--- config.mk ---
export PLATFORM = sky130hd
export DESIGN_NAME = osc_clken_gen
export DESIGN_NICKNAME = d
export VERILOG_FILES = /design/src/rtl/osc_clken_pkg.sv /design/src/rtl/osc_clken_ch.sv /design/src/rtl/osc_clken_gen.sv
export SDC_FILE = /design/constraint.sdc
export NUM_CORES = 1
export LEC_CHECK = 0
export ABC_AREA = 1
export CORE_UTILIZATION = 45
export DETAILED_ROUTE_END_ITERATION = 12
export SYNTH_ARGS = -nofsm -noshare
export SYNTH_HDL_FRONTEND = slang
export SYNTH_HIERARCHICAL = 1
export SYNTH_SLANG_ARGS = --single-unit
--- constraint.sdc ---
create_clock -name CLK -period 2.8 [get_ports CLK]
set_clock_uncertainty 0.1 [all_clocks]
set_input_delay 0.42 -clock CLK [delete_from_list [all_inputs] [get_ports CLK]]
set_output_delay 0.42 -clock CLK [all_outputs]
set_load 0.005 [all_outputs]
--- src/rtl/osc_clken_pkg.sv ---
// Shared definitions for the oscillator clock-enable generator.
//   state_e  : top-level sequencing (SETTLE while the oscillator stabilises, then RUN)
//   sel_w    : width of the channel-select field for a given channel count (min 1)
//   settle_w : width of a counter that must hold values 0..cycles
package osc_clken_pkg;

  typedef enum logic {
    SETTLE = 1'b0,
    RUN    = 1'b1
  } state_e;

  function automatic int sel_w(input int num_ch);
    return (num_ch > 1) ? $clog2(num_ch) : 1;
  endfunction

  function automatic int settle_w(input int cycles);
    return $clog2(cycles + 1);
  endfunction

endpackage

--- src/rtl/osc_clken_ch.sv ---
// One clock-enable channel: a divisor counter with an active divisor, a
// shadow divisor waiting to be applied, and a registered one-cycle strobe.
//   clk      : oscillator clock
//   reset    : synchronous, active-high
//   run      : top level is in RUN
//   ch_en    : channel enable (level)
//   restart  : phase-realign pulse, already qualified with run
//   wr       : accepted divisor write for this channel
//   wdata    : divisor value for the write (never zero when wr is set)
//   clken    : single-cycle enable strobe, period = active divisor
module osc_clken_ch
  import osc_clken_pkg::*;
#(
  parameter int DIV_W       = 16,
  parameter int DEFAULT_DIV = 50
) (
  input  logic             clk,
  input  logic             reset,
  input  logic             run,
  input  logic             ch_en,
  input  logic             restart,
  input  logic             wr,
  input  logic [DIV_W-1:0] wdata,
  output logic             clken
);

  logic [DIV_W-1:0] cnt;
  logic [DIV_W-1:0] div_act;
  logic [DIV_W-1:0] shadow;
  logic             pending;
  logic             counting;
  logic             wrap;
  logic             apply;

  // A pending divisor only takes effect at a period boundary (wrap), on a
  // restart, or while the channel is idle, so no period is ever cut short or
  // stretched. The check uses the pending flag from before this cycle's write,
  // so a write landing on a wrap waits for the following wrap.
  always_comb begin
    counting = run && ch_en;
    wrap     = counting && (cnt == div_act - DIV_W'(1));
    apply    = pending && (restart || wrap || !counting);
  end

  // NOTE: reset is sampled on the clock edge, and every register here is
  // plain state (no memory arrays), so all of it is given a reset value.
  always_ff @(posedge clk) begin
    if (reset) begin
      cnt     <= '0;
      div_act <= DIV_W'(DEFAULT_DIV);
      shadow  <= DIV_W'(DEFAULT_DIV);
      pending <= 1'b0;
      clken   <= 1'b0;
    end else begin
      // Restart overrides both the wrap and the strobe it would produce.
      if (restart) begin
        cnt   <= '0;
        clken <= 1'b0;
      end else if (counting) begin
        cnt   <= wrap ? '0 : cnt + DIV_W'(1);
        clken <= wrap;
      end else begin
        cnt   <= '0;
        clken <= 1'b0;
      end

      if (apply) begin
        div_act <= shadow;
      end

      // A new write always re-arms pending, so the last write wins.
      if (wr) begin
        shadow  <= wdata;
        pending <= 1'b1;
      end else if (apply) begin
        pending <= 1'b0;
      end
    end
  end

endmodule

--- src/rtl/osc_clken_gen.sv ---
// Multi-channel clock-enable generator on the fabric oscillator clock.
// After reset it waits SETTLE_CYCLES for the oscillator to settle, then
// produces NUM_CH independent single-cycle enable strobes with runtime
// programmable divisors.
//   CLK          : oscillator clock (sole clock)
//   RESET        : synchronous, active-high
//   DIV_WE       : divisor write strobe
//   DIV_SEL      : channel index for the write
//   DIV_WDATA    : new divisor (zero is rejected)
//   CH_EN        : per-channel enable, level-sensitive
//   SYNC_RESTART : one-cycle pulse; realigns all channels (RUN only)
//   CLKEN_OUT    : registered single-cycle enable strobes
//   READY        : high in RUN
//   DIV_ERR      : one-cycle pulse after a rejected write
module osc_clken_gen
  import osc_clken_pkg::*;
#(
  parameter  int NUM_CH        = 4,
  parameter  int DIV_W         = 16,
  parameter  int DEFAULT_DIV   = 50,
  parameter  int SETTLE_CYCLES = 1024,
  localparam int SEL_W         = sel_w(NUM_CH),
  localparam int SETTLE_W      = settle_w(SETTLE_CYCLES)
) (
  input  logic              CLK,
  input  logic              RESET,
  input  logic              DIV_WE,
  input  logic [SEL_W-1:0]  DIV_SEL,
  input  logic [DIV_W-1:0]  DIV_WDATA,
  input  logic [NUM_CH-1:0] CH_EN,
  input  logic              SYNC_RESTART,
  output logic [NUM_CH-1:0] CLKEN_OUT,
  output logic              READY,
  output logic              DIV_ERR
);

  state_e              state;
  logic [SETTLE_W-1:0] settle_cnt;
  logic                run;
  logic                restart;
  logic                sel_ok;
  logic                wr_ok;
  logic [NUM_CH-1:0]   wr_ch;

  // NOTE: state registers use non-blocking assignments so every flop in the
  // block samples the pre-edge values, independent of statement order.
  always_ff @(posedge CLK) begin
    if (RESET) begin
      state      <= SETTLE;
      settle_cnt <= '0;
      READY      <= 1'b0;
    end else begin
      case (state)
        SETTLE: begin
          settle_cnt <= settle_cnt + SETTLE_W'(1);
          if (settle_cnt == SETTLE_W'(SETTLE_CYCLES - 1)) begin
            state <= RUN;
            READY <= 1'b1;
          end
        end
        RUN: begin
          READY <= 1'b1;
        end
        default: begin
          state <= SETTLE;
          READY <= 1'b0;
        end
      endcase
    end
  end

  // NOTE: every signal driven here gets a value on every path, so no latch
  // is inferred.
  always_comb begin
    run     = (state == RUN);
    restart = SYNC_RESTART && run;
    sel_ok  = int'(DIV_SEL) < NUM_CH;
    wr_ok   = DIV_WE && sel_ok && (|DIV_WDATA);
  end

  always_ff @(posedge CLK) begin
    if (RESET) begin
      DIV_ERR <= 1'b0;
    end else begin
      DIV_ERR <= DIV_WE && !(sel_ok && (|DIV_WDATA));
    end
  end

  for (genvar i = 0; i < NUM_CH; i++) begin : g_ch
    assign wr_ch[i] = wr_ok && (DIV_SEL == SEL_W'(i));

    osc_clken_ch #(
      .DIV_W       (DIV_W),
      .DEFAULT_DIV (DEFAULT_DIV)
    ) u_ch (
      .clk     (CLK),
      .reset   (RESET),
      .run     (run),
      .ch_en   (CH_EN[i]),
      .restart (restart),
      .wr      (wr_ch[i]),
      .wdata   (DIV_WDATA),
      .clken   (CLKEN_OUT[i])
    );
  end

endmodule
# Yosys cells after proc, flatten, opt, wreduce, memory -nomap -nowiden
# Cells that the tools add are included.
# Widths: inputs -> output; s select.
dict set report totals {
  regBits 214
  input_bits 26
  output_inout_bits 6
  elab_cells 105
}
dict set report classes {
  n_addsub 9
  n_eq_ne 9
  muxes 12
  bitwise_logic 5
  n_reduce_logical 46
}
# op n
set op_table {}
lappend op_table {{$add 16x1->16 const B} 4}
lappend op_table {{$eq 16x16->1} 4}
lappend op_table {{$sub 16x1->16 const B} 4}
lappend op_table {{$logic_and 1x1->1} 19}
lappend op_table {{$reduce_or 16->1} 1}
lappend op_table {{$reduce_or 4->1} 4}
lappend op_table {{$reduce_or 3->1} 4}
lappend op_table {{$add 11x1->11 const B} 1}
lappend op_table {{$eq 11x10->1 const B} 1}
lappend op_table {{$mux 1} 11}
lappend op_table {{$logic_or 1x1->1} 8}
lappend op_table {{$reduce_bool 2->1} 4}
lappend op_table {{$logic_not 1->1} 5}
lappend op_table {{$not 1->1} 5}
lappend op_table {{$eq 2x2->1 const B} 2}
lappend op_table {{$eq 2x1->1 const B} 1}
lappend op_table {{$logic_not 2->1} 1}
lappend op_table {{$ne 2x2->1 const B} 1}
lappend op_table {{$pmux 1 s2} 1}

# Depth between registers and ports, before layout
# Gate-level depths: netlist (run 1).
dict set report logic_depth {
  ltp_word 8
  depth_mapped 17
  ltp_nobuf 16
}

# Hierarchy
# Netlist (run 1), hierarchy kept.
# mod instances cells_per_inst area_per_inst_um2 seq_area_each_um2
set modules_own_cells {}
lappend modules_own_cells {osc_clken_ch 4 391 2731.4 1001.0}
lappend modules_own_cells {osc_clken_gen 1 112 728.2 280.3}

# Worst setup path after synthesis (run 1)
# OpenSTA, ideal clock, no wires.
dict set report synth_path {
  kind {register -> register}
  from {register g_ch[0].u_ch.div_act[0]}
  to {register g_ch[0].u_ch.div_act[5]}
  setup_time_ns 0.120
  t_arrival_ns 1.758
  required_time_ns 2.580
  path_slack_ns 0.823
  path_stages_with_launch 17
  n_path_buf 1
  period_less_slack_ns 1.977
  cell_sequence {dfxtp_1 inv_1 ha_1 nand3_2 nor2_4 nand2_1 nand2_1 nand2_1 nor2_1 nand2_1 nor2_2 nand2_2 nand2_4 buf_12 nand2_4 nand2_1 nand3_1}
}
dict set report synth_via {
  elab_chain_cells 6
}
# element line_no
set synth_lines {}
lappend synth_lines {{start: declaration} osc_clken_ch.sv:28} ;# logic [DIV_W-1:0] div_act;
lappend synth_lines {{start signal: assignment} osc_clken_ch.sv:50} ;# div_act <= DIV_W'(DEFAULT_DIV);
lappend synth_lines {{start signal: assignment} osc_clken_ch.sv:68} ;# div_act <= shadow;
lappend synth_lines {{$sub 16x1->16} osc_clken_ch.sv:41} ;# wrap = counting && (cnt == div_act - DIV_W'(1));
lappend synth_lines {{$eq 16x16->1} osc_clken_ch.sv:41}
lappend synth_lines {{$logic_and 1x1->1} osc_clken_ch.sv:41}
lappend synth_lines {{$logic_or 1x1->1 (2 in a row)} osc_clken_ch.sv:42} ;# apply = pending && (restart || wrap || !counting);
lappend synth_lines {{$logic_and 1x1->1} osc_clken_ch.sv:42}
# No other way between the ends.
# A chain may end at the register's enable or synchronous reset.

# Worst setup path in the final report (run 1)
dict set report layout_path {
  from {register g_ch[2].u_ch.div_act[0]}
  to {register g_ch[2].u_ch.div_act[0]}
}
dict set report layout_via {
  elab_chain_cells 6
}
# element line_no
set layout_lines {}
lappend layout_lines {{start: declaration} osc_clken_ch.sv:28}
lappend layout_lines {{start signal: assignment} osc_clken_ch.sv:50}
lappend layout_lines {{start signal: assignment} osc_clken_ch.sv:68}
lappend layout_lines {{$sub 16x1->16} osc_clken_ch.sv:41}
lappend layout_lines {{$eq 16x16->1} osc_clken_ch.sv:41}
lappend layout_lines {{$logic_and 1x1->1} osc_clken_ch.sv:41}
lappend layout_lines {{$logic_or 1x1->1 (2 in a row)} osc_clken_ch.sv:42}
lappend layout_lines {{$logic_and 1x1->1} osc_clken_ch.sv:42}
# No other way between the ends.

==> results of run 1 <==
-- through the flow --
step / hold slack, ps / worst slack [ps] / utilization / instances / cell area [sq um]
6_report: 350 / 347 / 0.516 / 2063 / 13100
5_1_grt: 383 / 59.7 / 0.516 / 2063 / 13100
4_1_cts: 355 / 323 / 0.516 / 2063 / 13100
3_5_place_dp: 346 / 173 / 0.482 / 2018 / 12200
3_3_place_gp: 335 / 226 / 0.482 / 2018 / 12200
2_1_floorplan: 323 / 823 / - / 1676 / 11700
-- how the worst max path moves through the flow --
stage                     slack [ps]                    start                      end  cells after the start
after floorplan                  820  g_ch[0].u_ch/div_act[0]  g_ch[0].u_ch/div_act[5]                     16
after global placement           230             DIV_WDATA[7]  g_ch[2].u_ch/shadow[12]                     12
after detailed placement         170            DIV_WDATA[14]   g_ch[0].u_ch/shadow[7]                     12
after CTS                        320  g_ch[0].u_ch/div_act[0]  g_ch[0].u_ch/div_act[0]                     13
after global routing              60  g_ch[0].u_ch/div_act[0]  g_ch[0].u_ch/div_act[0]                     15
final                            350  g_ch[2].u_ch/div_act[0]  g_ch[2].u_ch/div_act[0]                     13
-- report_power, final --
part | leakage, nW | total [mW] | switching [mW] | internal (mW)
clock | 0.421 | 3.28 | 1.25 | 2.02
combinational | 3.12 | 0.546 | 0.329 | 0.217
sequential | 1.74 | 3.19 | 0.0621 | 3.13
total | 5.28 | 7.02 | 1.64 | 5.37
-- worst max-delay path: cells and delay by family, from the launching register on --
kind            cells  cell delay (ps)
compound gates      1              270
flops               1              320
buf+inv             1              130
simple gates       10             1310
fa+ha+maj           1              220
-- placed cells by master, fill, tap and decap left out, drive strengths merged, types with 5 or more instances in the layout --
master,count
ha,9
clkinv,10
buf,34
a21oi,125
nor4,8
nand3b,9
clkdlybuf4s50,31
xor2,48
clkbuf,36
nand2,417
nand3,178
xnor2,36
o21ai,70
nor2,260
or2,12
nor3b,5
nor3,13
dfxtp,214
inv,206
-- registers in the layout, indices dropped and copies added (netlist names) --
signal,flops
run,1
DIV_ERR,1
g_ch.u_ch/clken,4
g_ch.u_ch/div_act,64
settle_cnt,11
g_ch.u_ch/shadow,64
READY,1
g_ch.u_ch/pending,4
g_ch.u_ch/cnt,64
-- cell usage after synthesis --
cell type,count,area [sq um]
sky130_fd_sc_hd__clkbuf_1,20,75.1
sky130_fd_sc_hd__nor2_2,37,231
sky130_fd_sc_hd__nand3b_1,9,67.6
sky130_fd_sc_hd__nand3_1,132,661
sky130_fd_sc_hd__nor3_1,9,45.0
sky130_fd_sc_hd__a21oi_2,1,8.76
sky130_fd_sc_hd__clkinv_1,4,15.0
sky130_fd_sc_hd__a31oi_1,4,25.0
sky130_fd_sc_hd__o21ai_1,1,5.00
sky130_fd_sc_hd__nor2_4,10,113
sky130_fd_sc_hd__clkbuf_4,4,30.0
sky130_fd_sc_hd__xor2_1,48,420
sky130_fd_sc_hd__xnor2_1,36,315
sky130_fd_sc_hd__nand2_1,391,1470
sky130_fd_sc_hd__inv_2,2,7.51
sky130_fd_sc_hd__buf_6,20,225
sky130_fd_sc_hd__nor2_1,213,800
sky130_fd_sc_hd__nor3b_1,5,37.5
sky130_fd_sc_hd__dfxtp_1,214,4280
sky130_fd_sc_hd__buf_4,4,30.0
sky130_fd_sc_hd__or2_0,8,50.1
sky130_fd_sc_hd__nand3_2,46,460
sky130_fd_sc_hd__a21oi_1,124,621
sky130_fd_sc_hd__buf_2,1,5.00
sky130_fd_sc_hd__or2_2,4,25.0
sky130_fd_sc_hd__nor4_1,8,50.1
sky130_fd_sc_hd__nor3_2,4,40.0
sky130_fd_sc_hd__o21ai_0,69,345
sky130_fd_sc_hd__buf_12,4,80.1
sky130_fd_sc_hd__o21bai_1,1,7.51
sky130_fd_sc_hd__inv_1,204,766
sky130_fd_sc_hd__nand2_2,18,113
sky130_fd_sc_hd__nand2_4,8,90.1
sky130_fd_sc_hd__ha_1,9,113
sky130_fd_sc_hd__nand4_1,4,25.0
-- metal layers --
metal	global-route usage	vias up	wire length, microns
met5	0	-	0
met4	0.0540	0	453
met2	0.324	129	11700
li1	-	5358	-
met1	0.280	4525	13000
met3	0.0265	29	1080
-- cell type report --
cell class	instances	area (sq um)	area share
Multi-Input combinational cell	1199	6140	0.470
Sequential cell	214	4280	0.328
Inverter	210	788	0.0604
Tap cell	330	413	0.0316
Clock inverter	9	97.6	0.00747
Timing Repair Buffer	65	591	0.0452
Clock buffer	36	747	0.0572
-- cell families after synthesis --
family	after synthesis	synth area share
compound gates	200	0.0869
xor+xnor	84	0.0631
fa+ha+maj	9	0.00966
buf+inv	263	0.106
flops	214	0.368
simple gates	906	0.367
==> results.json, run 1 <==
{
  "maximum_capacitance_violations": 0,
  "syn2layout_area_growth_pct": 12.0,
  "drt_drc_violations_left": 0,
  "top_level_ports": 32,
  "worst_hold_path.num_cells": 2,
  "global_routing_usage_summed_across_all_routing_layers": 0.201,
  "synth-seq-cells": 214,
  "slowest_cp_cell": "sky130_fd_sc_hd__dfxtp_1",
  "worstReg2RegEnd": "g_ch[2].u_ch/div_act[0]",
  "die_area_sq_um": 26500,
  "max-vdd-ir-drop_v": 0.000420,
  "sequential_fraction_of_the_synthesis_area": 0.368,
  "maximum_level_of_the_cts_h_tree": 1,
  "detailedPlacementHpwl_microns": 18900,
  "synthCells": 1676,
  "worstHoldPathType": "reg -> reg",
  "initial_utilization": 0.460,
  "post_cts.repair.setup_buffers": 0,
  "worst_path_most_repeated_cell": "sky130_fd_sc_hd__nand2_1",
  "worst_ep_arrival_time_ps": 2760,
  "max-clock-path-buffers": 3,
  "drive_above_1_share": 0.119,
  "drt-wirelength-per-cell_microns": 12.7,
  "cts_made_buffers": 25,
  "drt_iter0_markers": 571,
  "wire_length_of_the_first_global_routing_pass_microns": 43900,
  "globalRoute.totalOverflow": 0,
  "setup_violations": 0,
  "timing.final.crit_share": 0.876,
  "cts_repair_resize_count": 0,
  "worst_skew_pair.late_latency_ps": 520,
  "placement_rows": 58,
  "drt_pre_antenna_iters": 5,
  "power.static_leakage_nw": 5.28,
  "fp.coreArea_sq_um": 25300,
  "drtAntennaViolNets": 0,
  "crit_path_start_kind": "flop",
  "fmaxAchievable_ghz": 0.408,
  "insertedDiodeCount": 0,
  "vias": 10041,
  "clkSlewWorstSetupHoldPaths_ps": 60,
  "post_cts_hold_buffer_count": 0,
  "min_from": "settle_cnt[7]",
  "hold_end": "settle_cnt[7]",
  "gp_congestion": 0.856,
  "syn_avg_cell_area_sq_um": 6.95,
  "cts_tree": "yes",
  "power_per_cell_area_nw_per_um2": 537,
  "grt_start_max_net_pins": 33,
  "via_per_inst": 4.87,
  "grt_setup_unrepaired": "no",
  "drt_wl_total_microns": 26200,
  "clkSinkCount": 214,
  "number_of_antenna_violations_at_the_first_check_in_global_routing": 0,
  "syn_area_sq_um": 11700,
  "hold_violations": 0,
  "nFillCells": 2570,
  "chain_of_cells_forming_the_critical_path": "inv_1 > ha_1 > nand3_2 > o21ai_0 > nand2_1 > nand2_1 > nand3_1 > nor2_1 > nand2_2 > nand2_4 > nand3_1 > nand2_1 > nor2_1",
  "final_critical_delay_including_setup_and_external_delays_ps": 2450,
  "number_of_distinct_standard_cells_referenced_by_the_synthesized_netlist": 35,
  "final_nets": 1750,
  "worst-setup-path-type": "reg -> reg",
  "rr_worst_depth": 13,
  "worstSetupEndpointType": "flop",
  "number_of_global_route_vias_before_repair": 9191,
  "totalNegativeSetupSlack_ps": 0,
  "run_status": "finished, final reports clean",
  "crit_required_ps": 3110,
  "reg2reg_from": "g_ch[2].u_ch/div_act[0]",
  "critPathMaxFanout": 30,
  "die_height_microns": 163,
  "root_buffer": "sky130_fd_sc_hd__clkbuf_16",
  "total_power_mw": 7.02,
  "synth.net_count": 1711,
  "tightestPinTransition_ps": 512,
  "reg2reg_slack_ps": 350,
  "die_width_microns": 163,
  "portBuffers": 31,
  "critPathMaxStageDelay_ps": 320,
  "slew_viol_final": 0,
  "max_slew_margin": 0.657,
  "synth.yosys.warnings": 6
}
(Power assumes the default switching activity.)
==> run 2: changes to the inputs <==
CORE_UTILIZATION = 50   (was 45)
PLACE_DENSITY = 0.67   (was default)
==> results.json, run 2 (synthesized netlist as in run 1, its figures left out) <==
{
  "drt_iter0_markers": 583,
  "finish.cell_count_without_fillers": 2041,
  "run_status": "finished, final reports clean",
  "internal_power_mw": 5.38,
  "crit_required_ps": 3100,
  "grt_start_max_net_pins": 33,
  "reg2reg_from": "g_ch[3].u_ch/div_act[0]",
  "drt_wl_total_microns": 25400,
  "top_library_cells_by_usage_in_the_layout_fill_and_taps_aside": "sky130_fd_sc_hd__nand2_1, sky130_fd_sc_hd__dfxtp_1, sky130_fd_sc_hd__nor2_1",
  "worst_skew_pair.late_latency_ps": 530,
  "insertedDiodeCount": 0,
  "wire_length_of_the_first_global_routing_pass_microns": 42700,
  "pwr-share-seq": 0.452,
  "reg2reg_slack_ps": 340,
  "die_height_microns": 155,
  "vias": 10072,
  "drt-wirelength-per-cell_microns": 12.5,
  "final_nets": 1747,
  "slew_viol_final": 0,
  "number_of_global_route_vias_before_repair": 9001,
  "clkSlewWorstSetupHoldPaths_ps": 60,
  "max-vdd-ir-drop_v": 0.000405,
  "globalRoute.totalOverflow": 0,
  "fp.coreArea_sq_um": 22800,
  "portBuffers": 31,
  "fmaxAchievable_ghz": 0.406,
  "placement.setup.worst_slack_ps": 69.0,
  "power_per_cell_area_nw_per_um2": 543,
  "post_cts_hold_buffer_count": 0,
  "min_from": "settle_cnt[7]",
  "crit_path_start_kind": "flop",
  "total_power_mw": 7.06,
  "worst-setup-path-type": "reg -> reg",
  "setup_violations": 0,
  "cts_made_buffers": 25,
  "slowest_cp_cell": "sky130_fd_sc_hd__dfxtp_1",
  "drive_above_1_share": 0.116,
  "critPathMaxStageDelay_ps": 330,
  "critPathMaxFanout": 30,
  "worstReg2RegEnd": "g_ch[3].u_ch/div_act[5]",
  "die_width_microns": 155,
  "maximum_capacitance_violations": 0,
  "clkSinkCount": 214,
  "timing.final.ws_setup_ps": 336,
  "gp_congestion": 0.840,
  "cts_repair_resize_count": 0,
  "worst_path_most_repeated_cell": "sky130_fd_sc_hd__nand2_1",
  "power.static_leakage_nw": 5.25,
  "rr_worst_depth": 13,
  "clock_power_share": 0.471,
  "totalNegativeSetupSlack_ps": 0,
  "worst_ep_arrival_time_ps": 2760,
  "tightestPinTransition_ps": 577,
  "placed_cells_incl_taps": 1998,
  "placement_rows": 55,
  "worst_hold_path.num_cells": 2,
  "final_critical_delay_including_setup_and_external_delays_ps": 2460,
  "netsw_mw": 1.68,
  "die_area_sq_um": 23900,
  "p_comb_frac": 0.077,
  "nFillCells": 2200,
  "drt_pre_antenna_iters": 5,
  "via_per_inst": 4.93,
  "sw_frac_of_total": 0.237,
  "maximum_level_of_the_cts_h_tree": 1,
  "cts_tree": "yes",
  "max_slew_margin": 0.615,
  "worstHoldPathType": "reg -> reg",
  "most_frequent_standard_cell_in_the_layout_excluding_fill_and_tap_cells": "sky130_fd_sc_hd__nand2_1",
  "hold_end": "settle_cnt[7]",
  "max-clock-path-buffers": 3,
  "syn2layout_area_growth_pct": 11.5,
  "drt_drc_violations_left": 0,
  "reg_top3": "g_ch.u_ch/cnt x64, g_ch.u_ch/div_act x64, g_ch.u_ch/shadow x64",
  "top_level_ports": 32,
  "number_of_antenna_violations_at_the_first_check_in_global_routing": 0,
  "timing.final.crit_share": 0.880,
  "root_buffer": "sky130_fd_sc_hd__clkbuf_16",
  "global_routing_usage_summed_across_all_routing_layers": 0.216,
  "worstSetupEndpointType": "flop",
  "grt_setup_unrepaired": "no",
  "detailedPlacementHpwl_microns": 18600,
  "drtAntennaViolNets": 0,
  "chain_of_cells_forming_the_critical_path": "inv_1 > ha_1 > nand3_2 > o21ai_0 > nand2_1 > nand2_1 > nand3_1 > nor2_1 > nand2_2 > nand2_4 > nand2_4 > nand2_1 > nand3_1",
  "hold_violations": 0,
  "post_cts.repair.setup_buffers": 0,
  "initial_utilization": 0.512
}
[run 2: cell types whose count changed in the layout (fill, tap and decap cells not counted), sizes merged]
| cell | before | now |
|---|---|---|
| inv | 206 | 208 |
| buf | 34 | 31 |
| bufinv | 2 | 3 |
| clkinv | 10 | 8 |
| clkbuf | 36 | 33 |
[run 2: final cells by class]
| cell class | count | area, sq um | area share |
|---|---|---|---|
| Multi-Input combinational cell | 1199 | 6140 | 0.472 |
| Sequential cell | 214 | 4280 | 0.330 |
| Inverter | 210 | 788 | 0.0607 |
| Clock buffer | 33 | 706 | 0.0543 |
| Timing Repair Buffer | 62 | 556 | 0.0427 |
| Tap cell | 313 | 392 | 0.0301 |
| Clock inverter | 10 | 135 | 0.0104 |
[run 2: power by group through the flow]
stage | clock [mW] | combinational [mW] | sequential (mW)
floorplan | 0 | 0.390 | 3.24
global placement | 0 | 0.531 | 3.26
detailed placement | 0 | 0.540 | 3.26
CTS | 3.41 | 0.544 | 3.19
global route | 3.55 | 0.619 | 3.20
finish | 3.32 | 0.544 | 3.19
[run 2: worst max-delay path, delay by kind of cell (launching register included)]
| family | cells | cell delay [ps] |
|---|---|---|
| flip-flops | 1 | 330 |
| AND/OR/NAND/NOR | 10 | 1270 |
| buffers and inverters | 1 | 130 |
| AO/OA/AOI/OAI | 1 | 270 |
| adder cells (fa/ha/maj) | 1 | 220 |
[run 2: through the flow]
stage | cell area [sq um] | utilization | hold WS, ps
after CTS | 13000 | 0.571 | 353
final | 13000 | 0.571 | 348
after detailed placement | 12200 | 0.534 | 345
after floorplan | 11700 | - | 323
after global routing | 13000 | 0.571 | 384
after global placement | 12200 | 0.534 | 334
[run 2: routing by layer]
layer  global-route usage  wire length, microns  part of all wire  up-vias
met5                    0                     0                 0        -
met4               0.0490                   357             0.014        0
met3               0.0482                  1560             0.061       30
met2                0.350                 11400              0.45      129
met1                0.291                 12200              0.48     4563
li1                     -                     -                 -     5350
[run 2: worst max path at each step]
stage / from / end / slack, ps / cells after the start
finish: g_ch[3].u_ch/div_act[0] / g_ch[3].u_ch/div_act[5] / 340 / 13
global route: g_ch[0].u_ch/div_act[0] / g_ch[0].u_ch/div_act[2] / 70 / 13
CTS: g_ch[0].u_ch/div_act[0] / g_ch[0].u_ch/div_act[14] / 330 / 13
detailed placement: DIV_WDATA[1] / g_ch[1].u_ch/shadow[6] / 70 / 11
global placement: DIV_WDATA[1] / g_ch[1].u_ch/shadow[6] / 120 / 11
floorplan: g_ch[0].u_ch/div_act[0] / g_ch[0].u_ch/div_act[5] / 820 / 16
